==> config.mk <==
export PLATFORM = sky130hd
export DESIGN_NAME = multicycle_control
export DESIGN_NICKNAME = d
export VERILOG_FILES = /design/src/rtl/mips_ctrl_pkg.sv /design/src/rtl/mc_wait_timer.sv /design/src/rtl/multicycle_control.sv
export SDC_FILE = /design/constraint.sdc
export NUM_CORES = 1
export LEC_CHECK = 0
export BUFFER_PORTS_ARGS = -buffer_cell sky130_fd_sc_hd__buf_4
export CAP_MARGIN = 20
export CELL_PAD_IN_SITES_DETAIL_PLACEMENT = 0
export CELL_PAD_IN_SITES_GLOBAL_PLACEMENT = 1
export CORE_MARGIN = 1.5
export CORE_UTILIZATION = 34
export CTS_CLUSTER_DIAMETER = 60
export DETAILED_ROUTE_END_ITERATION = 6
export PLACE_DENSITY_LB_ADDON = 0.12
export SLEW_MARGIN = 20
export SYNTH_ARGS = -nofsm -noshare
export SYNTH_HDL_FRONTEND = slang
export SYNTH_SLANG_ARGS = --single-unit
==> constraint.sdc <==
create_clock -name clk -period 2.13 [get_ports clk]
set_input_delay 0.426 -clock clk [delete_from_list [all_inputs] [get_ports clk]]
set_output_delay 0.426 -clock clk [all_outputs]
set_load 0.005 [all_outputs]
==> src/rtl/mips_ctrl_pkg.sv <==
// -----------------------------------------------------------------------------
// mips_ctrl_pkg
// Shared definitions for the multi-cycle MIPS control path: the main FSM state
// encoding, the supported primary opcodes and the ALUOp codes that the ALU
// control unit decodes.
// -----------------------------------------------------------------------------
package mips_ctrl_pkg;

  typedef enum logic [3:0] {
    FETCH     = 4'd0,
    DECODE    = 4'd1,
    R_EXEC    = 4'd2,
    I_EXEC    = 4'd3,
    WB_R      = 4'd4,
    WB_I      = 4'd5,
    MEM_ADDR  = 4'd6,
    MEM_READ  = 4'd7,
    MEM_WB    = 4'd8,
    MEM_WRITE = 4'd9,
    BRANCH    = 4'd10,
    JUMP      = 4'd11,
    ILLEGAL   = 4'd12
  } state_t;

  // Primary opcodes (instruction[31:26])
  localparam logic [5:0] OP_R    = 6'b000000;
  localparam logic [5:0] OP_ADDI = 6'b001000;
  localparam logic [5:0] OP_ORI  = 6'b001101;
  localparam logic [5:0] OP_LUI  = 6'b001111;
  localparam logic [5:0] OP_LW   = 6'b100011;
  localparam logic [5:0] OP_SW   = 6'b101011;
  localparam logic [5:0] OP_BEQ  = 6'b000100;
  localparam logic [5:0] OP_BNE  = 6'b000101;
  localparam logic [5:0] OP_J    = 6'b000010;

  // ALUOp codes consumed by the ALU control unit
  localparam logic [2:0] ALUOP_RTYPE = 3'b111;
  localparam logic [2:0] ALUOP_ADD   = 3'b100;
  localparam logic [2:0] ALUOP_OR    = 3'b101;
  localparam logic [2:0] ALUOP_LUI   = 3'b110;
  localparam logic [2:0] ALUOP_SUB   = 3'b001;

  // States that wait on the memory handshake and are covered by the timeout.
  function automatic logic is_mem_state(state_t s);
    return (s == FETCH) || (s == MEM_READ) || (s == MEM_WRITE);
  endfunction

endpackage

==> src/rtl/mc_wait_timer.sv <==
// -----------------------------------------------------------------------------
// mc_wait_timer
// Counts the cycles a memory state has spent waiting for mem_ready and flags
// the cycle in which the wait reaches MEM_TIMEOUT cycles without a response.
//   clk        system clock, rising edge
//   reset      synchronous, active-low reset
//   i_clear    restart the count next cycle (state entry / abort)
//   i_wait     a memory state is waiting this cycle (mem_ready low)
//   o_timeout  last allowed wait cycle has passed without mem_ready
// MEM_TIMEOUT must lie in 1..255 so the terminal count fits in 8 bits.
// -----------------------------------------------------------------------------
module mc_wait_timer #(
  parameter int unsigned MEM_TIMEOUT = 15
) (
  input  logic clk,
  input  logic reset,
  input  logic i_clear,
  input  logic i_wait,
  output logic o_timeout
);

  localparam logic [7:0] TERM_CNT = 8'(MEM_TIMEOUT - 1);

  logic [7:0] r_wait_cnt;

  // NOTE: state registers use non-blocking assignments so every flop samples
  // pre-edge values regardless of process evaluation order.
  always_ff @(posedge clk) begin
    if (!reset)        r_wait_cnt <= '0;
    else if (i_clear)  r_wait_cnt <= '0;
    else if (i_wait)   r_wait_cnt <= r_wait_cnt + 8'd1;
  end

  // Qualified by i_wait so a mem_ready arriving on the last cycle still wins.
  assign o_timeout = i_wait && (r_wait_cnt == TERM_CNT);

endmodule

==> src/rtl/multicycle_control.sv <==
// -----------------------------------------------------------------------------
// multicycle_control
// Main control FSM of the multi-cycle MIPS datapath. Sequences fetch, decode,
// execute, memory and write-back, and drives every datapath enable and mux
// select plus the 3-bit ALUOp. Memory states use a ready handshake guarded by
// a timeout (mc_wait_timer).
//   clk, reset            clock / synchronous active-low reset
//   opcode, zero          IR opcode (valid in DECODE), ALU zero (valid in BRANCH)
//   mem_ready             memory completed this cycle
//   pc_write .. alu_op    datapath enables and selects
//   instr_done            pulse when an instruction retires
//   illegal_op            pulse for an unsupported opcode
//   mem_error             pulse when a memory wait times out
// -----------------------------------------------------------------------------
module multicycle_control
  import mips_ctrl_pkg::*;
#(
  parameter int unsigned MEM_TIMEOUT = 15
) (
  input  logic       clk,
  input  logic       reset,
  input  logic [5:0] opcode,
  input  logic       zero,
  input  logic       mem_ready,
  output logic       pc_write,
  output logic       ior_d,
  output logic       mem_read,
  output logic       mem_write,
  output logic       ir_write,
  output logic       mem_to_reg,
  output logic       reg_dst,
  output logic       reg_write,
  output logic       alu_src_a,
  output logic [1:0] alu_src_b,
  output logic [1:0] pc_source,
  output logic [2:0] alu_op,
  output logic       instr_done,
  output logic       illegal_op,
  output logic       mem_error
);

  state_t     r_state;
  state_t     w_next_state;
  logic [5:0] r_op_q;
  logic       w_wait;
  logic       w_timeout;
  logic       w_timer_clear;

  assign w_wait        = is_mem_state(r_state) && !mem_ready;
  // Restart the count on every state change, after an abort (FETCH re-enters
  // itself) and whenever the FSM is outside the memory states.
  assign w_timer_clear = (w_next_state != r_state) || w_timeout ||
                         !is_mem_state(r_state);

  mc_wait_timer #(.MEM_TIMEOUT(MEM_TIMEOUT)) u_wait_timer (
    .clk       (clk),
    .reset     (reset),
    .i_clear   (w_timer_clear),
    .i_wait    (w_wait),
    .o_timeout (w_timeout)
  );

  always_ff @(posedge clk) begin
    if (!reset) begin
      r_state <= FETCH;
      r_op_q  <= '0;
    end else begin
      r_state <= w_next_state;
      if (r_state == DECODE) r_op_q <= opcode;
    end
  end

  // NOTE: every output and the next state get a default first, so no path
  // through the case statement can infer a latch.
  always_comb begin
    w_next_state = r_state;
    pc_write     = 1'b0;
    ior_d        = 1'b0;
    mem_read     = 1'b0;
    mem_write    = 1'b0;
    ir_write     = 1'b0;
    mem_to_reg   = 1'b0;
    reg_dst      = 1'b0;
    reg_write    = 1'b0;
    alu_src_a    = 1'b0;
    alu_src_b    = 2'b00;
    pc_source    = 2'b00;
    alu_op       = 3'b000;
    instr_done   = 1'b0;
    illegal_op   = 1'b0;
    mem_error    = 1'b0;

    // While reset is low every enable stays quiet, so an interrupted
    // instruction never writes the register file or memory.
    if (!reset) begin
      w_next_state = FETCH;
    end else if (w_timeout) begin
      mem_error    = 1'b1;
      w_next_state = FETCH;
    end else begin
      case (r_state)
        FETCH: begin
          mem_read  = 1'b1;
          alu_src_b = 2'b01;
          alu_op    = ALUOP_ADD;
          ir_write  = mem_ready;
          pc_write  = mem_ready;
          if (mem_ready) w_next_state = DECODE;
        end
        DECODE: begin
          alu_src_b = 2'b11;
          alu_op    = ALUOP_ADD;
          case (opcode)
            OP_R:                  w_next_state = R_EXEC;
            OP_ADDI, OP_ORI,
            OP_LUI:                w_next_state = I_EXEC;
            OP_LW, OP_SW:          w_next_state = MEM_ADDR;
            OP_BEQ, OP_BNE:        w_next_state = BRANCH;
            OP_J:                  w_next_state = JUMP;
            default:               w_next_state = ILLEGAL;
          endcase
        end
        R_EXEC: begin
          alu_src_a    = 1'b1;
          alu_op       = ALUOP_RTYPE;
          w_next_state = WB_R;
        end
        I_EXEC: begin
          alu_src_a = 1'b1;
          alu_src_b = 2'b10;
          case (r_op_q)
            OP_ORI:  alu_op = ALUOP_OR;
            OP_LUI:  alu_op = ALUOP_LUI;
            default: alu_op = ALUOP_ADD;
          endcase
          w_next_state = WB_I;
        end
        WB_R: begin
          reg_write    = 1'b1;
          reg_dst      = 1'b1;
          instr_done   = 1'b1;
          w_next_state = FETCH;
        end
        WB_I: begin
          reg_write    = 1'b1;
          instr_done   = 1'b1;
          w_next_state = FETCH;
        end
        MEM_ADDR: begin
          alu_src_a    = 1'b1;
          alu_src_b    = 2'b10;
          alu_op       = ALUOP_ADD;
          w_next_state = (r_op_q == OP_SW) ? MEM_WRITE : MEM_READ;
        end
        MEM_READ: begin
          mem_read = 1'b1;
          ior_d    = 1'b1;
          if (mem_ready) w_next_state = MEM_WB;
        end
        MEM_WB: begin
          reg_write    = 1'b1;
          mem_to_reg   = 1'b1;
          instr_done   = 1'b1;
          w_next_state = FETCH;
        end
        MEM_WRITE: begin
          mem_write  = 1'b1;
          ior_d      = 1'b1;
          instr_done = mem_ready;
          if (mem_ready) w_next_state = FETCH;
        end
        BRANCH: begin
          alu_src_a    = 1'b1;
          alu_op       = ALUOP_SUB;
          pc_source    = 2'b01;
          pc_write     = ((r_op_q == OP_BEQ) && zero) ||
                         ((r_op_q == OP_BNE) && !zero);
          instr_done   = 1'b1;
          w_next_state = FETCH;
        end
        JUMP: begin
          pc_source    = 2'b10;
          pc_write     = 1'b1;
          instr_done   = 1'b1;
          w_next_state = FETCH;
        end
        ILLEGAL: begin
          // PC already advanced in FETCH, so the bad word is simply skipped.
          illegal_op   = 1'b1;
          w_next_state = FETCH;
        end
        default: w_next_state = FETCH;
      endcase
    end
  end

endmodule

# == Word level (Yosys, flattened, before mapping) ==
# Cells that the tools add are included.
# word_totals
ff_bits,18
word_cells,110
# classes
addsub,1
n_eq_ne,27
muxes,53
bitwise_logic,1
n_reduce_logical,25
# op_table
op,n
two-way mux 1 bit,33
"equality test 6 x 4 -> 1 bit, second input constant",5
case mux 4 bit (7 select lines),1
"equality test 6 x 3 -> 1 bit, second input constant",4
two-way mux 4 bit,6
"equality test 4 bit, second input constant",5
case mux 4 bit (5 select lines),1
"equality test 6 bit, second input constant",3
"equality test 4 x 3 -> 1 bit, second input constant",4
case mux 3 bit (4 select lines),1
OR reduction 2 bit,6
OR reduction 3 bit,3
"adder 8 x 1 -> 8 bit, second input constant",1
"equality test 4 x 2 -> 1 bit, second input constant",2
"equality test 8 x 4 -> 1 bit, second input constant",1
two-way mux 2 bit,4
case mux 2 bit (2 select lines),2
"equality test 6 x 2 -> 1 bit, second input constant",1
logical NOT 6 bit,1
two-way mux 3 bit,2
case mux 2 bit (3 select lines),1
logical OR 1 bit,5
OR reduction 5 bit,1
"equality test 4 x 1 -> 1 bit, second input constant",1
other kinds (8),13

# == Logic depth before layout (Yosys ltp) ==
# Gate-level depths: netlist of the first run.
# logic_depth
depth_word,11
depth_mapped,7
ltp_nobuf,7

# == Cells and area by module ==
# From an unflattened synthesis of the first run, not the netlist that was laid out.
# unflattened
hier_cells,184
area_unflattened_um2,1377.6
# by_module_without_submodules
module,instances,cells_each,area_each_um2
multicycle_control,1,141,993.5
mc_wait_timer,1,43,384.1

# == Least setup slack after synthesis of the first run ==
# Ideal clock, no wire load.
# synth_path
path_kind,reg-to-output
startpoint,register r_state[1]
endpoint,output port pc_write
arrival_time_ns,1.794
t_required_ns,1.704
setup_slack_ns,-0.090
path_stages_with_launch,7
cell_sequence,dfxtp_1 -> buf_2 -> or4_4 -> a311oi_4 -> a21o_1 -> buf_2 -> nor3_1
# synth_between
elab_chain_cells,7
elab_cells_between_ends,12
cone_classes,eq/ne: 4; mux: 3; reduce/logical: 5
# synth_rtl
item,line,text
from (decl),multicycle_control.sv:42,state_t r_state;
from (signal assigned),multicycle_control.sv:68,r_state <= w_next_state;
equality test 4 x 3 -> 1 bit or logical NOT 4 bit (tied branches),"mips_ctrl_pkg.sv:45, multicycle_control.sv:101",
logical OR 1 bit (2 in series),mips_ctrl_pkg.sv:45,return (s == FETCH) || (s == MEM_READ) || (s == MEM_WRITE);
logical AND 1 bit,multicycle_control.sv:49,assign w_wait = is_mem_state(r_state) && !mem_ready;
logical AND 1 bit,mc_wait_timer.sv:35,assign o_timeout = i_wait && (r_wait_cnt == TERM_CNT);
two-way mux 1 bit *,multicycle_control.sv:97,end else if (w_timeout) begin
two-way mux 1 bit *,multicycle_control.sv:95,if (!reset) begin
to (decl),multicycle_control.sv:25,"output logic pc_write,"
# Every way passes the cells marked *; elsewhere a longest branch is shown, timed or not.

# == Worst setup path after layout of the first run ==
# layout_path
startpoint,register u_wait_timer.r_wait_cnt[0]
endpoint,output port reg_dst
# layout_between
elab_chain_cells,4
# layout_rtl
item,line,text
from (decl),mc_wait_timer.sv:24,logic [7:0] r_wait_cnt;
from (signal assigned),mc_wait_timer.sv:31,else if (i_wait) r_wait_cnt <= r_wait_cnt + 8'd1;
equality test 8 x 4 -> 1 bit,mc_wait_timer.sv:35,
logical AND 1 bit,mc_wait_timer.sv:35,
two-way mux 1 bit,multicycle_control.sv:97,
two-way mux 1 bit,multicycle_control.sv:95,
to (decl),multicycle_control.sv:31,"output logic reg_dst,"
# Every way passes these cells.

==> results of run 1 <==
## cell families after synthesis
kind of cell / after synthesis
AND/OR/NAND/NOR: 91
XOR/XNOR: 8
flip-flops: 18
adder cells (fa/ha/maj): 3
AO/OA/AOI/OAI: 39
buffers and inverters: 17
## metrics by stage
step                util [%]  area [um^2]  instances  power (W)  TNS, ps
floorplan                  -         1270        176   0.000558     -333
global placement        47.5         1630        260   0.000688     -467
detailed placement      47.5         1630        260   0.000693     -851
CTS                     51.3         1770        268   0.000987    -4350
global route            53.1         1830        271    0.00106    -5410
finish                  53.1         1830        271   0.000996    -4270
## per-layer routing
layer / vias up / global-route usage, % / part of all wire, %
met5: - / 0 / 0
met4: 0 / 6.52 / 2.4
met3: 6 / 2.99 / 4.0
met2: 31 / 34.2 / 47
met1: 698 / 23.1 / 46
li1: 733 / - / -
## power by group
part	internal, W	switching (W)	total (W)
clock network	0.000164	0.000113	0.000278
logic	0.000162	0.000184	0.000346
registers	0.000357	0.0000159	0.000373
total	0.000683	0.000313	0.000996
## final cells by class
type | instances | area, um^2
fillers | 367 | 1610
well taps | 46 | 57.6
inverters | 8 | 30.0
multi-input cells | 141 | 887
clock buffers | 4 | 55.1
repair buffers | 54 | 435
flip-flops and latches | 18 | 363
## state kept, by name (all words and copies together) (netlist names)
signal,count
u_wait_timer.r_wait_cnt,8
r_op_q,6
r_state,4
## placed cells by master, fill, tap and decap left out, types with 2 or more instances in the layout
| cell type | count |
|---|---|
| a211oi_1 | 3 |
| a21oi_1 | 15 |
| a31oi_1 | 3 |
| and3_1 | 5 |
| buf_4 | 47 |
| buf_6 | 6 |
| clkbuf_8 | 4 |
| dfxtp_1 | 16 |
| dfxtp_2 | 2 |
| inv_1 | 6 |
| nand2_1 | 24 |
| nand3_1 | 6 |
| nand3b_1 | 2 |
| nand4_1 | 2 |
| nor2_1 | 22 |
| nor2b_1 | 3 |
| nor3_1 | 8 |
| nor4_1 | 4 |
| o21ai_0 | 4 |
| o22a_1 | 2 |
| xnor2_1 | 4 |
| xor2_1 | 4 |
## timing repair
action / in CTS / in global routing
endpoints found under the setup margin: 18 / 18
gates resized for setup: 13 / 9
setup buffers: 4 / 3
pin swaps: 5 / 2
## worst register-to-register path, stage by stage, from the launching register on
cell,delay (ps)
dfxtp_2,320
inv_2,60
ha_4,110
or4b_4,450
nor3b_2,170
buf_4,140
a21o_1,160
buf_6,140
buf_6,90
buf_6,80
a221o_1,160
nor2_1,60
## how the worst max path moves through the flow
stage / start / to / slack [ps] / cells past startpoint
after detailed placement: r_state[3] / alu_op[0] / -110 / 6
after global routing: u_wait_timer.r_wait_cnt[0] / alu_src_b[1] / -350 / 9
final: u_wait_timer.r_wait_cnt[0] / reg_dst / -290 / 9
after CTS: u_wait_timer.r_wait_cnt[0] / illegal_op / -270 / 9
after floorplan: r_state[2] / alu_op[0] / -30 / 6
after global placement: u_wait_timer.r_wait_cnt[0] / alu_op[0] / -80 / 9
==> impl_metrics.json, run 1 <==
{
  "critical_path.most_common_cell": "buf_4",
  "root_buffer": "clkbuf_8",
  "first_global_vias": 1399,
  "hold_path.class": "in -> reg",
  "tmin_final_ps": 2420,
  "crit_arrival_ps": 2000,
  "seq_area_frac_synth_pct": 28.6,
  "ys_ff_latch": 18,
  "placement.setup.worst_slack_ps": -107,
  "cts_buffers": 3,
  "globalRouteTotalUtil_pct": 19.1,
  "hold_bufs_inserted_after_cts": 0,
  "portBuffers": 28,
  "relative_max_transition_margin_pct": 71.4,
  "ys.warnings.count": 0,
  "residual_antenna_violating_net_count_after_detailed_routing": 0,
  "tritoncts": "yes",
  "die_width_um": 63.9,
  "critical_path.cell_chain": "inv_2 -> ha_4 -> or4b_4 -> nor3b_2 -> buf_4 -> a21o_1 -> buf_6 -> nor4_2 -> buf_4",
  "outcome": "finished with violations",
  "place_hpwl_mm": 3.00,
  "reg2reg_from": "u_wait_timer.r_wait_cnt[0]",
  "critPathMaxFanout": 4,
  "drive_gt1_share_pct": 32.9,
  "critical_path_buf_inv_count": 4,
  "timing.critical_path.to_type": "output pin",
  "clock_tree.buffer_depth": 2,
  "antenna_found_initial": 0,
  "ys.flop_type": "dfxtp_1",
  "synth_edf_count": 0,
  "timing_hold_violations_final": 0,
  "clock_input_transition_at_the_sequential_cells_of_the_worst_setup_and_hold_paths_ps": 70,
  "max_freq_ghz": 0.413,
  "synth_adder_area_share_pct": 2.78,
  "cts_max_level": 1,
  "num_io_pins": 29,
  "routed_wire_length_per_instance_um": 14.3,
  "grt_max_degree": 23,
  "clock_insertion_delay_worst_skew_ps": 250,
  "setup.worst_path.start_class": "flop",
  "setup_ws_ps": -291,
  "required_ps": 1700,
  "violations": "setup timing",
  "syn-cell-area_um2": 1260,
  "leakagePower_nw": 0.735,
  "placementRows": 21,
  "worst_path_dominant_cell_family": "simple AND/OR/NAND/NOR gates",
  "final_max_slew_viol_count": 0,
  "power-per-cell-area_nw_per_um2": 545,
  "cell_with_the_most_instances_after_synthesis": "nand2_1",
  "min_delay_worst_endpoint": "r_op_q[4]",
  "largest_stage_delay_on_the_critical_path_ps": 450,
  "finalClockSkew_ps": 1.95,
  "synth_xor_xnor_area_share_pct": 5.56,
  "synth_top_family_by_area": "simple AND/OR/NAND/NOR gates",
  "grt_first_pass_wirelength_mm": 6.29,
  "post-route-drc-count": 0,
  "fp.coreArea_um2": 3440,
  "post_drt_via_cell_ratio": 5.42,
  "share_of_the_clock_period_used_by_the_worst_path_after_layout_pct": 114,
  "ir_worst_vdd_mv": 0.235,
  "num_vias": 1468,
  "die-height_um": 63.9,
  "count_of_cells_along_the_worst_register_to_register_path": 11,
  "instance_count_of_the_mapped_netlist": 176,
  "gp_congestion": 0.856,
  "max_capacitance_violation_total": 0,
  "die_area_um2": 4080,
  "grt_setup_unrepaired": "yes",
  "syn-mean-instance-area_um2": 7.16,
  "ys_types": 45,
  "setup_violations": 18,
  "routed_wirelength_mm": 3.88,
  "synth_nets": 188,
  "tritoncts_num_sinks": 18,
  "crit_path_top_delay_cell": "or4b_4",
  "detail_route.first_pass.iterations": 4,
  "drt_iter0_drc": 78,
  "hold_path.startpoint": "opcode[4]",
  "synthArstFlopShare_pct": 0,
  "worstHoldPathCells": 3,
  "crit_type": "reg -> out",
  "antenna-diode-count": 0,
  "ys_top_cells_by_count": "25 x nand2_1, 23 x nor2_1, 18 x dfxtp_1",
  "worst_r2r_endpoint": "r_state[2]",
  "synth_top_cell_area_share_pct": 28.6,
  "layout.nets": 238,
  "whs_ps": 461,
  "yosysTopAreaCell": "dfxtp_1",
  "initial_utilization_pct": 36.6,
  "setup.reg_to_reg.worst_slack_ps": 80,
  "synthToLayoutAreaGrowth_pct": 45.1,
  "worst_slew_pin_slew_ps": 418,
  "synth-compound-area-share_pct": 21.4,
  "overflow": 0,
  "yosys-top-cells-area": "dfxtp_1 29%, nand2_1 7.4%, nor2_1 6.9%",
  "synth.mux.area_fraction_pct": 0,
  "post_synth_and_or_nand_nor_area_fraction_pct": 36.3
}
(Power assumes the default switching activity.)
==> run 2, diff against run 1 <==
- PLACE_DENSITY_LB_ADDON: 0.12 -> 0.1
==> run 2 against run 1 <==
Compared with the run above:
- the flow still finishes with violations (setup timing)
- worst hold slack improved by 6.8 ps
- die area did not move
- cell count rose by 1.8%
- maximum frequency rose by 0.63%
- clock skew fell by 0.88 ps
==> impl_metrics.json, run 2 (same netlist as run 1, synthesis figures left out) <==
{
  "tmin_final_ps": 2410,
  "required_ps": 1700,
  "reg2reg_from": "r_state[3]",
  "portBuffers": 28,
  "place_hpwl_mm": 2.94,
  "critPathMaxFanout": 4,
  "biggestRegsByFlops": "u_wait_timer.r_wait_cnt x8, r_op_q x6, r_state x4",
  "largest-register": "u_wait_timer.r_wait_cnt",
  "max_freq_ghz": 0.416,
  "p_switching_w": 0.000298,
  "leakagePower_nw": 0.769,
  "routed_wire_length_per_instance_um": 13.6,
  "crit_type": "reg -> out",
  "final_cell_mix": "55 x buf_4, 24 x nand2_1, 23 x nor2_1, 17 x dfxtp_1, 15 x a21oi_1",
  "share_of_the_clock_period_used_by_the_worst_path_after_layout_pct": 113,
  "outcome": "finished with violations",
  "initial_utilization_pct": 36.6,
  "die_width_um": 63.9,
  "residual_antenna_violating_net_count_after_detailed_routing": 0,
  "num_io_pins": 29,
  "relative_max_transition_margin_pct": 71.3,
  "routed_wirelength_mm": 3.75,
  "layout.nets": 243,
  "setup.reg_to_reg.worst_slack_ps": 40,
  "post_drt_via_cell_ratio": 5.24,
  "drt_iter0_drc": 79,
  "synthToLayoutAreaGrowth_pct": 47.5,
  "min_delay_worst_endpoint": "r_op_q[5]",
  "power-per-cell-area_nw_per_um2": 527,
  "first_global_vias": 1349,
  "final_max_slew_viol_count": 0,
  "detail_route.first_pass.iterations": 4,
  "die-height_um": 63.9,
  "placedInstanceArea_um2": 1690,
  "fp.coreArea_um2": 3440,
  "timing.critical_path.to_type": "output pin",
  "grt_max_degree": 23,
  "worst_slew_pin_slew_ps": 424,
  "timing_hold_violations_final": 0,
  "grt_setup_unrepaired": "yes",
  "power_switching_share_pct": 30.4,
  "setup.worst_path.start_class": "flop",
  "worstHoldPathCells": 3,
  "setup_ws_ps": -276,
  "crit_arrival_ps": 1980,
  "final_core_utilization_pct": 54.0,
  "largest_register_ff_count": 8,
  "max_capacitance_violation_total": 0,
  "hold_path.class": "in -> reg",
  "finalClockSkew_ps": 1.08,
  "worst_r2r_endpoint": "u_wait_timer.r_wait_cnt[5]",
  "antenna-diode-count": 0,
  "violations": "setup timing",
  "post-route-drc-count": 0,
  "placementRows": 21,
  "most_common_library_cell_in_the_layout_ignoring_fill_and_taps": "buf_4",
  "drive_gt1_share_pct": 32.6,
  "hold_bufs_inserted_after_cts": 0,
  "final_design_area_no_fill_um2": 1860,
  "comb_power_share_pct": 34.5,
  "clock_input_transition_at_the_sequential_cells_of_the_worst_setup_and_hold_paths_ps": 70,
  "ir_worst_vdd_mv": 0.253,
  "gp_congestion": 0.865,
  "count_of_cells_along_the_worst_register_to_register_path": 8,
  "tritoncts": "yes",
  "die_area_um2": 4080,
  "grt_first_pass_wirelength_mm": 6.26,
  "clock_insertion_delay_worst_skew_ps": 250,
  "fraction_of_power_consumed_by_the_clock_network_pct": 27.6,
  "cts_buffers": 3,
  "seq_power_share_pct": 37.9,
  "tritoncts_num_sinks": 18,
  "root_buffer": "clkbuf_8",
  "cts_max_level": 1,
  "clock_tree.buffer_depth": 2,
  "internal-power_w": 0.000682,
  "num_vias": 1447,
  "overflow": 0,
  "hold_path.startpoint": "opcode[5]",
  "antenna_found_initial": 0,
  "setup_violations": 18,
  "globalRouteTotalUtil_pct": 19.1
}
-- run 2: cell types whose count changed in the layout (fill, tap and decap cells not counted), sizes merged --
cell and delta:
buf +4, clkbuf +1
-- run 2: worst max-delay path, cell delays in order (launching register included) --
cell      delay, ps
dfxtp_1         320
or4_4           560
a311oi_4        340
a21o_4          210
buf_4           120
nor4_2           40
buf_4           140
-- run 2: layer usage --
layer  global-route usage, %  vias to the layer above  wire (um)
met5                       0                        -          0
met1                    26.5                      655       1790
met3                    2.11                        8        156
li1                        -                      743          -
met2                    30.6                       41       1720
met4                    6.25                        0         85
-- run 2: worst max-delay path by stage --
stage / start / endpoint / slack (ps) / depth (start not counted)
after global placement: u_wait_timer.r_wait_cnt[0] / alu_op[0] / -90 / 9
after CTS: u_wait_timer.r_wait_cnt[0] / illegal_op / -310 / 9
final: r_state[3] / reg_dst / -280 / 6
after floorplan: r_state[2] / alu_op[0] / -30 / 6
after global routing: u_wait_timer.r_wait_cnt[0] / alu_op[0] / -350 / 9
after detailed placement: r_state[3] / alu_op[0] / -130 / 6
-- run 2: stage by stage --
step | setup WS, ps | hold WS, ps | setup TNS, ps | total power, W | std cells
final | -276 | 468 | -4530 | 0.000980 | 276
after global routing | -347 | 469 | -5950 | 0.00105 | 276
after CTS | -313 | 463 | -4750 | 0.000978 | 274
after detailed placement | -127 | 461 | -1300 | 0.000696 | 266
after global placement | -90.0 | 458 | -1030 | 0.000694 | 266
after floorplan | -29.0 | 440 | -333 | 0.000558 | 176
-- run 2: final cells by class --
cell class                 count  area, um^2
inverter                       8        30.0
clock buffer                   4        55.1
sequential                    18         362
timing repair buffer          59         484
tap                           46        57.6
fill                         355        1580
multi-input combinational    141         870
-- run 2: what timing repair did --
| action | in CTS | in global routing |
|---|---|---|
| resized for setup | 5 | 6 |
| cloned | 0 | 1 |
| setup endpoints to repair | 18 | 19 |
| pin swaps | 4 | 3 |
| buffers inserted | 4 | 1 |
-- run 2: power groups by stage --
stage / combinational, W / clock, W / sequential [W]
3_5_place_dp: 0.000320 / 0 / 0.000376
4_1_cts: 0.000326 / 0.000282 / 0.000369
5_1_grt: 0.000377 / 0.000301 / 0.000373
2_1_floorplan: 0.000181 / 0 / 0.000377
3_3_place_gp: 0.000319 / 0 / 0.000375
6_report: 0.000338 / 0.000271 / 0.000371
==> run 3, diff against run 2 <==
--- a/config.mk
+++ b/config.mk
@@ -10,5 +10,4 @@
 export CELL_PAD_IN_SITES_DETAIL_PLACEMENT = 0
 export CELL_PAD_IN_SITES_GLOBAL_PLACEMENT = 1
-export CORE_MARGIN = 1.5
 export CORE_UTILIZATION = 34
 export CTS_CLUSTER_DIAMETER = 60
==> constraint.sdc (replaced) <==
create_clock -name clk -period 2 [get_ports clk]
set_input_delay 0.3 -clock clk [delete_from_list [all_inputs] [get_ports clk]]
set_output_delay 0.3 -clock clk [all_outputs]
set_load 0.005 [all_outputs]
==> run 3 against run 2 <==
Compared with the run above:
- the flow still finishes with violations (setup timing)
- critical endpoint unchanged
- final area up 0.67%
- non-clock buffer count fell by 4
- largest power group unchanged
- via count is 0.62% higher
- worst hold slack worse by 130 ps
- worst setup slack worse by 28 ps
==> impl_metrics.json, run 3 (same netlist as run 1, synthesis figures left out) <==
{
  "crit_arrival_ps": 2000,
  "layout.nets": 239,
  "critical_path.cell_chain": "inv_2 -> ha_4 -> or4b_4 -> nor3b_2 -> buf_4 -> a21o_1 -> buf_6 -> nor4_4 -> buf_4",
  "routed_wire_length_per_instance_um": 14.2,
  "initial_utilization_pct": 36.6,
  "critical_path_buf_inv_count": 4,
  "final_cell_mix": "47 x buf_4, 24 x nand2_1, 21 x nor2_1, 15 x dfxtp_1, 13 x a21oi_1",
  "die_area_um2": 3950,
  "root_buffer": "clkbuf_8",
  "timing.critical_path.to_type": "output pin",
  "num_vias": 1456,
  "post_drt_via_cell_ratio": 5.35,
  "post-route-drc-count": 0,
  "setup.worst_path.start_class": "flop",
  "largest_register_ff_count": 8,
  "timing_hold_violations_final": 0,
  "grt_first_pass_wirelength_mm": 6.49,
  "synthToLayoutAreaGrowth_pct": 48.5,
  "critPathMaxFanout": 6,
  "first_global_vias": 1413,
  "biggestRegsByFlops": "u_wait_timer.r_wait_cnt x8, r_op_q x6, r_state x4",
  "setup_ws_ps": -304,
  "finalClockSkew_ps": 3.40,
  "fill_cells": 343,
  "antenna_found_initial": 0,
  "placement.setup.worst_slack_ps": -124,
  "max_capacitance_violation_total": 0,
  "required_ps": 1700,
  "outcome": "finished with violations",
  "drt_iter0_drc": 76,
  "gp_congestion": 0.791,
  "detail_route.first_pass.iterations": 4,
  "clock_tree.buffer_depth": 2,
  "cts_max_level": 1,
  "crit_type": "reg -> out",
  "hold_path.class": "in -> reg",
  "grt_setup_unrepaired": "yes",
  "violations": "setup timing",
  "share_of_the_clock_period_used_by_the_worst_path_after_layout_pct": 115,
  "placementRows": 21,
  "largest-register": "u_wait_timer.r_wait_cnt",
  "placedInstanceArea_um2": 1660,
  "grt_max_degree": 23,
  "num_io_pins": 29,
  "die-height_um": 62.9,
  "leakagePower_nw": 0.743,
  "critical_path.most_common_cell": "buf_4",
  "final_design_area_no_fill_um2": 1870,
  "overflow": 0,
  "portBuffers": 28,
  "antenna-diode-count": 0,
  "drive_gt1_share_pct": 35.8,
  "crit_path_top_delay_cell": "or4b_4",
  "final_cell_count_no_fill": 272,
  "most_common_library_cell_in_the_layout_ignoring_fill_and_taps": "buf_4",
  "fp.coreArea_um2": 3440,
  "power-per-cell-area_nw_per_um2": 573,
  "residual_antenna_violating_net_count_after_detailed_routing": 0,
  "tritoncts": "yes",
  "clock_insertion_delay_worst_skew_ps": 250,
  "routed_wirelength_mm": 3.86,
  "tns_ps": -5260,
  "clock_input_transition_at_the_sequential_cells_of_the_worst_setup_and_hold_paths_ps": 70,
  "place_hpwl_mm": 2.96,
  "worst_slew_pin_slew_ps": 378,
  "totalPowerFinal_w": 0.00107,
  "die_width_um": 62.9,
  "largest_stage_delay_on_the_critical_path_ps": 450,
  "setup_violations": 22,
  "tritoncts_num_sinks": 18,
  "worst_path_dominant_cell_family": "simple AND/OR/NAND/NOR gates",
  "final_max_slew_viol_count": 0,
  "globalRouteTotalUtil_pct": 20.6,
  "cts_buffers": 3,
  "tmin_final_ps": 2300,
  "relative_max_transition_margin_pct": 74.2,
  "max_freq_ghz": 0.434,
  "hold_bufs_inserted_after_cts": 0,
  "ir_worst_vdd_mv": 0.307,
  "placed_cells_incl_taps": 263
}
-- run 3: changes by cell type in the layout (fill, tap and decap cells not counted), moves of 2 or more --
cell / before / now
nor2_1: 23 / 21
buf_4: 55 / 47
a21oi_1: 15 / 13
dfxtp_1: 17 / 15
dfxtp_2: 1 / 3
buf_6: 1 / 7
a21oi_2: 1 / 3
-- run 3: cell type report --
cell class	instances	area [um^2]	share of cell area, %
Clock buffer	4	55.1	2.94
Inverter	8	30.0	1.61
Multi-Input combinational cell	141	917	49.0
Sequential cell	18	364	19.5
Tap cell	46	57.6	3.08
Timing Repair Buffer	55	447	23.9
-- run 3: final timing paths --
| path | startpoint | to | slack, ps | depth (start not counted) |
|---|---|---|---|---|
| setup / recovery | u_wait_timer.r_wait_cnt[0] | reg_dst | -300 | 9 |
| hold / removal | opcode[4] | r_op_q[4] | 330 | 3 |
| setup reg to reg | u_wait_timer.r_wait_cnt[0] | r_state[3] | -190 | 12 |
| hold reg to reg | r_op_q[4] | r_op_q[4] | 480 | 2 |
-- run 3: worst min-delay path: cells and delay by family --
kind                   cells  cell delay, ps
AOI/OAI and AO/OA          1              50
buffers and inverters      1             130
and+or+nand+nor            1              60
-- run 3: timing repair --
item | in CTS | in global routing
setup buffers | 4 | 4
resized for setup | 22 | 8
setup endpoints to repair | 18 | 23
pin swaps | 9 | 1
-- run 3: stage by stage --
step           util [%]  hold slack, ps
4_1_cts            53.1             330
2_1_floorplan         -             436
6_report           54.3             335
3_3_place_gp       48.1             459
3_5_place_dp       48.1             467
5_1_grt            54.3             350
-- run 3: routing by layer --
layer / up-vias / wire length, um / GRT usage (%)
li1: 733 / - / -
met1: 681 / 1770 / 26.0
met2: 38 / 1870 / 34.4
met3: 4 / 159 / 4.38
met4: 0 / 57 / 6.10
met5: - / 0 / 0
-- run 3: power by group --
part	switching, W	internal, W	total, W
clock network	0.000119	0.000175	0.000294
registers	0.0000170	0.000381	0.000398
logic	0.000200	0.000181	0.000380
